--- src/rtl/mips_ctrl_pkg.sv ---
// Shared encodings for the multi-cycle MIPS-subset controller: opcodes, funcs,
// ALU / mux select codes, FSM state codes and the decoded instruction class.
package mips_ctrl_pkg;

  localparam logic [5:0] OP_RTYPE = 6'b000000;
  localparam logic [5:0] OP_ORI   = 6'b001101;
  localparam logic [5:0] OP_ADDIU = 6'b001001;
  localparam logic [5:0] OP_LW    = 6'b100011;
  localparam logic [5:0] OP_SW    = 6'b101011;
  localparam logic [5:0] OP_BEQ   = 6'b000100;
  localparam logic [5:0] OP_J     = 6'b000010;

  localparam logic [5:0] FN_ADDU = 6'b100001;
  localparam logic [5:0] FN_SUBU = 6'b100011;
  localparam logic [5:0] FN_AND  = 6'b100100;
  localparam logic [5:0] FN_OR   = 6'b100101;
  localparam logic [5:0] FN_SLT  = 6'b101010;

  localparam logic [2:0] ALU_ADD = 3'b000;
  localparam logic [2:0] ALU_SUB = 3'b001;
  localparam logic [2:0] ALU_OR  = 3'b010;
  localparam logic [2:0] ALU_AND = 3'b011;
  localparam logic [2:0] ALU_SLT = 3'b100;

  localparam logic [1:0] PC_SRC_ALU = 2'b00;
  localparam logic [1:0] PC_SRC_TGT = 2'b01;
  localparam logic [1:0] PC_SRC_JMP = 2'b10;

  localparam logic [1:0] SRC_B_RT      = 2'b00;
  localparam logic [1:0] SRC_B_FOUR    = 2'b01;
  localparam logic [1:0] SRC_B_IMM     = 2'b10;
  localparam logic [1:0] SRC_B_IMM_SL2 = 2'b11;

  typedef enum logic [2:0] {
    ST_FETCH  = 3'd0,
    ST_DECODE = 3'd1,
    ST_EXEC   = 3'd2,
    ST_MEM    = 3'd3,
    ST_WB     = 3'd4
  } state_t;

  typedef struct packed {
    logic r;
    logic ori;
    logic addiu;
    logic lw;
    logic sw;
    logic beq;
    logic j;
  } ins_class_t;

endpackage

--- src/rtl/mc_ins_decoder.sv ---
// Combinational op/func decode into a one-hot instruction class, the ALU code
// for R-type instructions and an illegal flag.
module mc_ins_decoder
  import mips_ctrl_pkg::*;
(
  input  logic [5:0]  op,
  input  logic [5:0]  func,
  output ins_class_t  cls,
  output logic [2:0]  r_alu,
  output logic        illegal
);

  always_comb begin
    cls     = '0;
    r_alu   = ALU_ADD;
    illegal = 1'b0;
    case (op)
      OP_RTYPE: begin
        cls.r = 1'b1;
        case (func)
          FN_ADDU: r_alu = ALU_ADD;
          FN_SUBU: r_alu = ALU_SUB;
          FN_AND:  r_alu = ALU_AND;
          FN_OR:   r_alu = ALU_OR;
          FN_SLT:  r_alu = ALU_SLT;
          default: begin
            cls.r   = 1'b0;
            illegal = 1'b1;
          end
        endcase
      end
      OP_ORI:   cls.ori   = 1'b1;
      OP_ADDIU: cls.addiu = 1'b1;
      OP_LW:    cls.lw    = 1'b1;
      OP_SW:    cls.sw    = 1'b1;
      OP_BEQ:   cls.beq   = 1'b1;
      OP_J:     cls.j     = 1'b1;
      default:  illegal   = 1'b1;
    endcase
  end

endmodule

--- src/rtl/multicycle_ctrl.sv ---
// Multi-cycle MIPS-subset controller: FSM, registered instruction class,
// memory wait timer and per-state datapath control decode.
//
//   state  | meaning
//   FETCH  | read instruction at PC, PC += 4 on completion
//   DECODE | compute branch target, latch class; j / illegal finish here
//   EXEC   | ALU operation or address calc; beq finishes here
//   MEM    | data read (lw) or write (sw) at ALUOut
//   WB     | register file write from ALUOut or MDR
module multicycle_ctrl
  import mips_ctrl_pkg::*;
#(
  parameter int ALUCTR_W    = 3,
  parameter int MEM_TIMEOUT = 15,
  parameter bit TRAP_EN     = 1'b1
) (
  input  logic                clk,
  input  logic                rst_n,
  input  logic [5:0]          op,
  input  logic [5:0]          func,
  input  logic                zero,
  input  logic                mem_ready,
  output logic                mem_req,
  output logic                mem_wr,
  output logic                iord,
  output logic                ir_wr,
  output logic                pc_wr,
  output logic [1:0]          pc_src,
  output logic                alu_src_a,
  output logic [1:0]          alu_src_b,
  output logic                ext_op,
  output logic [ALUCTR_W-1:0] alu_ctr,
  output logic                reg_wr,
  output logic                reg_dst,
  output logic                mem_to_reg,
  output logic                illegal,
  output logic                bus_err,
  output logic                retire,
  output logic [2:0]          state
);

  localparam int TMR_W = (MEM_TIMEOUT > 1) ? $clog2(MEM_TIMEOUT) : 1;
  localparam logic [TMR_W-1:0] TMR_LOAD = TMR_W'((MEM_TIMEOUT > 0) ? MEM_TIMEOUT - 1 : 0);

  state_t            state_q, state_d;
  ins_class_t        cls_q, cls_d;
  logic [2:0]        alu_q, alu_d;
  logic [TMR_W-1:0]  tmr_q, tmr_d;

  ins_class_t        dec_cls;
  logic [2:0]        dec_alu;
  logic              dec_ill;
  logic              wait_st;
  logic              timeout;

  mc_ins_decoder u_dec (
    .op      (op),
    .func    (func),
    .cls     (dec_cls),
    .r_alu   (dec_alu),
    .illegal (dec_ill)
  );

  assign wait_st = (state_q == ST_FETCH) || (state_q == ST_MEM);
  // Down-counter reaching zero while still not ready is the timeout point.
  assign timeout = (MEM_TIMEOUT != 0) && wait_st && !mem_ready && (tmr_q == '0);
  assign state   = state_q;

  always_ff @(posedge clk or negedge rst_n) begin
    if (!rst_n) begin
      state_q <= ST_FETCH;
      cls_q   <= '0;
      alu_q   <= ALU_ADD;
      tmr_q   <= TMR_LOAD;
    end else begin
      state_q <= state_d;
      cls_q   <= cls_d;
      alu_q   <= alu_d;
      tmr_q   <= tmr_d;
    end
  end

  always_comb begin
    state_d = state_q;
    cls_d   = cls_q;
    alu_d   = alu_q;
    case (state_q)
      ST_FETCH: if (mem_ready) state_d = ST_DECODE;
      ST_DECODE: begin
        cls_d   = dec_cls;
        alu_d   = dec_alu;
        state_d = (dec_cls.j || dec_ill) ? ST_FETCH : ST_EXEC;
      end
      ST_EXEC: begin
        if (cls_q.beq)                 state_d = ST_FETCH;
        else if (cls_q.lw || cls_q.sw) state_d = ST_MEM;
        else                           state_d = ST_WB;
      end
      ST_MEM: begin
        if (mem_ready)    state_d = cls_q.lw ? ST_WB : ST_FETCH;
        else if (timeout) state_d = ST_FETCH;
      end
      ST_WB:   state_d = ST_FETCH;
      default: state_d = ST_FETCH;
    endcase
  end

  always_comb begin
    tmr_d = tmr_q;
    if ((state_d != state_q) || timeout || !wait_st) tmr_d = TMR_LOAD;
    else if (!mem_ready)                             tmr_d = tmr_q - TMR_W'(1);
  end

  always_comb begin
    mem_req    = 1'b0;
    mem_wr     = 1'b0;
    iord       = 1'b0;
    ir_wr      = 1'b0;
    pc_wr      = 1'b0;
    pc_src     = PC_SRC_ALU;
    alu_src_a  = 1'b0;
    alu_src_b  = SRC_B_RT;
    ext_op     = 1'b0;
    alu_ctr    = ALUCTR_W'(ALU_ADD);
    reg_wr     = 1'b0;
    reg_dst    = 1'b0;
    mem_to_reg = 1'b0;
    illegal    = 1'b0;
    bus_err    = 1'b0;
    retire     = 1'b0;
    // Gating by rst_n drops the memory request the moment reset asserts.
    if (rst_n) begin
      case (state_q)
        ST_FETCH: begin
          mem_req   = !timeout;
          alu_src_b = SRC_B_FOUR;
          ir_wr     = mem_ready;
          pc_wr     = mem_ready;
          bus_err   = timeout;
        end
        ST_DECODE: begin
          alu_src_b = SRC_B_IMM_SL2;
          ext_op    = 1'b1;
          if (dec_cls.j) begin
            pc_wr  = 1'b1;
            pc_src = PC_SRC_JMP;
            retire = 1'b1;
          end
          if (dec_ill) begin
            illegal = TRAP_EN;
            retire  = 1'b1;
          end
        end
        ST_EXEC: begin
          if (cls_q.r) begin
            alu_src_a = 1'b1;
            alu_ctr   = ALUCTR_W'(alu_q);
          end
          if (cls_q.ori) begin
            alu_src_b = SRC_B_IMM;
            alu_ctr   = ALUCTR_W'(ALU_OR);
          end
          if (cls_q.addiu || cls_q.lw || cls_q.sw) begin
            alu_src_b = SRC_B_IMM;
            ext_op    = 1'b1;
          end
          if (cls_q.beq) begin
            alu_src_a = 1'b1;
            alu_ctr   = ALUCTR_W'(ALU_SUB);
            pc_wr     = zero;
            pc_src    = PC_SRC_TGT;
            retire    = 1'b1;
          end
        end
        ST_MEM: begin
          mem_req = !timeout;
          iord    = 1'b1;
          mem_wr  = cls_q.sw && !timeout;
          bus_err = timeout;
          retire  = cls_q.sw && mem_ready;
        end
        ST_WB: begin
          reg_wr     = 1'b1;
          reg_dst    = cls_q.r;
          mem_to_reg = cls_q.lw;
          retire     = 1'b1;
        end
        default: ;
      endcase
    end
  end

endmodule

--- config.mk ---
export PLATFORM = sky130hd
export DESIGN_NAME = multicycle_ctrl
export DESIGN_NICKNAME = d
export VERILOG_FILES = /design/src/rtl/mips_ctrl_pkg.sv /design/src/rtl/mc_ins_decoder.sv /design/src/rtl/multicycle_ctrl.sv
export SDC_FILE = /design/constraint.sdc
export NUM_CORES = 1
export LEC_CHECK = 0
export BUFFER_PORTS_ARGS = -buffer_cell sky130_fd_sc_hd__buf_2
export CAP_MARGIN = 20
export CORE_AREA = 5 5 51 64
export CTS_CLUSTER_DIAMETER = 80
export DETAILED_ROUTE_END_ITERATION = 7
export DIE_AREA = 0 0 56 69
export PLACE_DENSITY = 0.73
export SLEW_MARGIN = 20
export SYNTH_ARGS = -nofsm -noshare
export SYNTH_HDL_FRONTEND = slang
export SYNTH_HIERARCHICAL = 1
export SYNTH_SLANG_ARGS = --single-unit
--- constraint.sdc ---
create_clock -name clk -period 2.2 [get_ports clk]
set_input_delay 0.22 -clock clk [delete_from_list [all_inputs] [get_ports clk]]
set_output_delay 0.22 -clock clk [all_outputs]
set_load 0.03 [all_outputs]
==> impl_metrics.tcl <==
set metrics [dict create \
    core_sq_um 2600 \
    p_clk_frac 0.282 \
    die_w_um 56 \
    synthCells 142 \
    clockRootBuffer "clkbuf_4" \
    r2r_slack_ns 0.41 \
    cts_tree "built" \
    synth-seq-cells 16 \
    hpwl_um 2510 \
    setup_violations 0 \
    dieArea_sq_um 3860 \
    min_from "mem_ready" \
    crit_type "reg -> out" \
    drtPass1Iterations 4 \
    start_kind "flip-flop" \
    path_clk_slew_ns 0.09 \
    final_common_cell "buf_2" \
    synth_cell_types 44 \
    cts_setup_buffers 0 \
    reg2reg_to "tmr_q[0]" \
    clock_sinks 16 \
    grt_max_degree 21 \
    vias 1212 \
    power.density_nw_per_um2 464 \
    drt-initial-drc-count 33 \
    track_usage 0.172 \
    wirelength_um 3260 \
    viasPerCell 5.56 \
    hold_violations 0 \
    vdd_ir_drop_max_v 0.000427 \
    netlist.area_leader.share 0.265 \
    fin_util 0.588 \
    maxSlewViolCount 0 \
    avgRoutedWirePerCell_um 15.0 \
    layout_common_cells "37 x buf_2, 17 x nor2_1, 12 x dfrtp_1" \
    cpPeakStageDelay_ns 0.58 \
    crit_path_end "mem_req" \
    p_sw_uw 231 \
    yosysWarnings 6 \
    grt_pass1_wl_um 5350 \
    internal_power_uw 479 \
    grt_antenna_before_repair 0 \
    ys_seq_area_frac 0.329 \
    ant_nets 0 \
    numPortBuffers 38 \
    status "finished, final reports clean" \
    die_h_um 69 \
    overflow 0 \
    required_ns 1.98 \
    reg2reg_depth 6 \
    start_util 0.472 \
    fin_crit_sh 0.954 \
    clkLatencyLatePin_ns 0.29 \
    rows 21 \
    period_needed_ns 2.10 \
    worst_slew_pin_slew_ns 0.693 \
    io_pins 39 \
    swShare 0.325 \
    setup.worst_path.start "tmr_q[0]" \
    timing.rr.start "tmr_q[0]" \
    hold_class "in -> reg" \
    mappedNetlistNets 160 \
    worstPathCellList "inv_1 -> ha_1 -> nor4b_1 -> nor4_1 -> buf_2" \
    synth_top_cells_by_area "dfrtp_1 26%, dfstp_2 6.4%, mux2_2 6.4%, nor2_1 5.2%, nor3_1 3.7%" \
    grt_pass1_vias 1215 \
    pre_cts_ws_ns 0.142 \
    max-slew-margin-rel 0.532 \
    diodes 0 \
    avgSynthCellArea_sq_um 8.65 \
    syn_to_final_growth_pct 24.5 \
    synth_area_sq_um 1230 \
    maxCapViolCount 0 \
    drc_errors 0 \
    fin_ws_ns 0.101 \
    htreeDepth 1 \
    p_comb_frac 0.267 \
    endpoint_kind "primary output" \
    gp_congestion 0.889 \
    numCtsBuffers 3 \
    fin_nets 203 \
    worstPathMaxFanout 3 \
    cts.path.max_buffers 2 \
    yosysTopAreaCell "dfrtp_1" \
    arrival_ns 1.88 \
    drive_above_1_share 0.370 \
    max_freq_ghz 0.476 \
    seq_power_share 0.451 \
    cp_slowest_cell "nor4b_1" \
    power_leakage_nw 0.717 \
    skew_ns 0.00141 \
]
[power by group through the flow]
stage                     Combinational (mW)  Sequential (mW)  Clock [mW]
after detailed placement               0.187            0.325           0
after global routing                   0.207            0.322       0.218
final                                  0.190            0.320       0.200
after CTS                              0.189            0.319       0.205
after floorplan                        0.126            0.322           0
after global placement                 0.182            0.324           0
[layout make-up]
class,instances,area (sq um)
well taps,34,42.5
clock buffers,4,36.3
inverters,5,18.8
repair buffers,45,248
multi-input cells,114,779
flip-flops and latches,16,405
fillers,244,1070
[layer usage]
layer | vias up | share of wire | track usage | wire length, um
met2 | 39 | 0.52 | 0.298 | 1680
met5 | - | 0 | 0 | 0
met4 | 0 | 0.040 | 0.113 | 129
met1 | 567 | 0.40 | 0.186 | 1300
li1 | 595 | - | - | -
met3 | 11 | 0.047 | 0.0317 | 153
[how the worst min path moves through the flow]
stage	end	slack (ns)	depth (start not counted)
5_1_grt	tmr_q[1]	0.29	3
6_report	tmr_q[1]	0.27	3
3_5_place_dp	cls_q[6]	0.21	2
2_1_floorplan	alu_q[0]	-0.08	0
4_1_cts	tmr_q[1]	0.27	3
3_3_place_gp	cls_q[6]	0.21	2
[sequential cells by signal (all words and copies together), names as in the netlist]
register / flops
cls_q: 6
tmr_q: 4
alu_q: 3
state: 3
[repair_timing]
item	CTS	global route
gates resized for setup	0	4
endpoints found under the hold margin	13	0
endpoints found under the setup margin	0	4
hold buffers	1	0
[kinds of logic after synthesis]
logic type / share of synthesized area
xor+xnor: 0.0285
fa+ha+maj: 0.0204
flops: 0.329
compound gates: 0.154
mux: 0.0805
simple gates: 0.343
buf+inv: 0.0448
[Yosys cell counts (all sizes together)]
| library cell | number |
|---|---|
| xnor2 | 4 |
| o21ai | 5 |
| ha | 2 |
| nor4 | 3 |
| or3b | 1 |
| clkbuf | 1 |
| and3b | 1 |
| mux2i | 2 |
| or4 | 1 |
| nand4bb | 1 |
| a21oi | 6 |
| o41ai | 1 |
| and3 | 3 |
| nor3b | 3 |
| dfrtp | 13 |
| nor3 | 9 |
| inv | 5 |
| a32oi | 1 |
| or4b | 2 |
| o22ai | 1 |
| and4bb | 1 |
| o21a | 1 |
| a2111oi | 1 |
| nor2 | 18 |
| and2 | 4 |
| buf | 6 |
| o21ba | 1 |
| dfstp | 3 |
| o211a | 1 |
| or2 | 1 |
| and2b | 1 |
| nand3 | 2 |
| nand2 | 10 |
| nand3b | 2 |
| o31ai | 1 |
| o211ai | 1 |
| a21o | 1 |
| a31oi | 4 |
| mux2 | 7 |
| nor2b | 3 |
| nand2b | 6 |
| nor4b | 2 |
[per-stage QoR]
stage | hold WS (ns) | area [sq um] | instances | power (mW) | TNS [ns]
after floorplan | -0.0756 | 1230 | 142 | 0.448 | -0.0987
after global placement | 0.209 | 1470 | 213 | 0.506 | 0
after detailed placement | 0.213 | 1470 | 213 | 0.512 | 0
after CTS | 0.270 | 1520 | 218 | 0.713 | 0
after global routing | 0.294 | 1530 | 218 | 0.748 | -0.0132
final | 0.273 | 1530 | 218 | 0.711 | 0
[worst max-delay path, delay by kind of cell (launching register included)]
family,cells,cell delay (ns)
adder cells (fa/ha/maj),1,0.18
buffers and inverters,2,0.30
flip-flops,1,0.42
AND/OR/NAND/NOR,2,0.68
No activity file was read; power rests on OpenSTA's default activity.
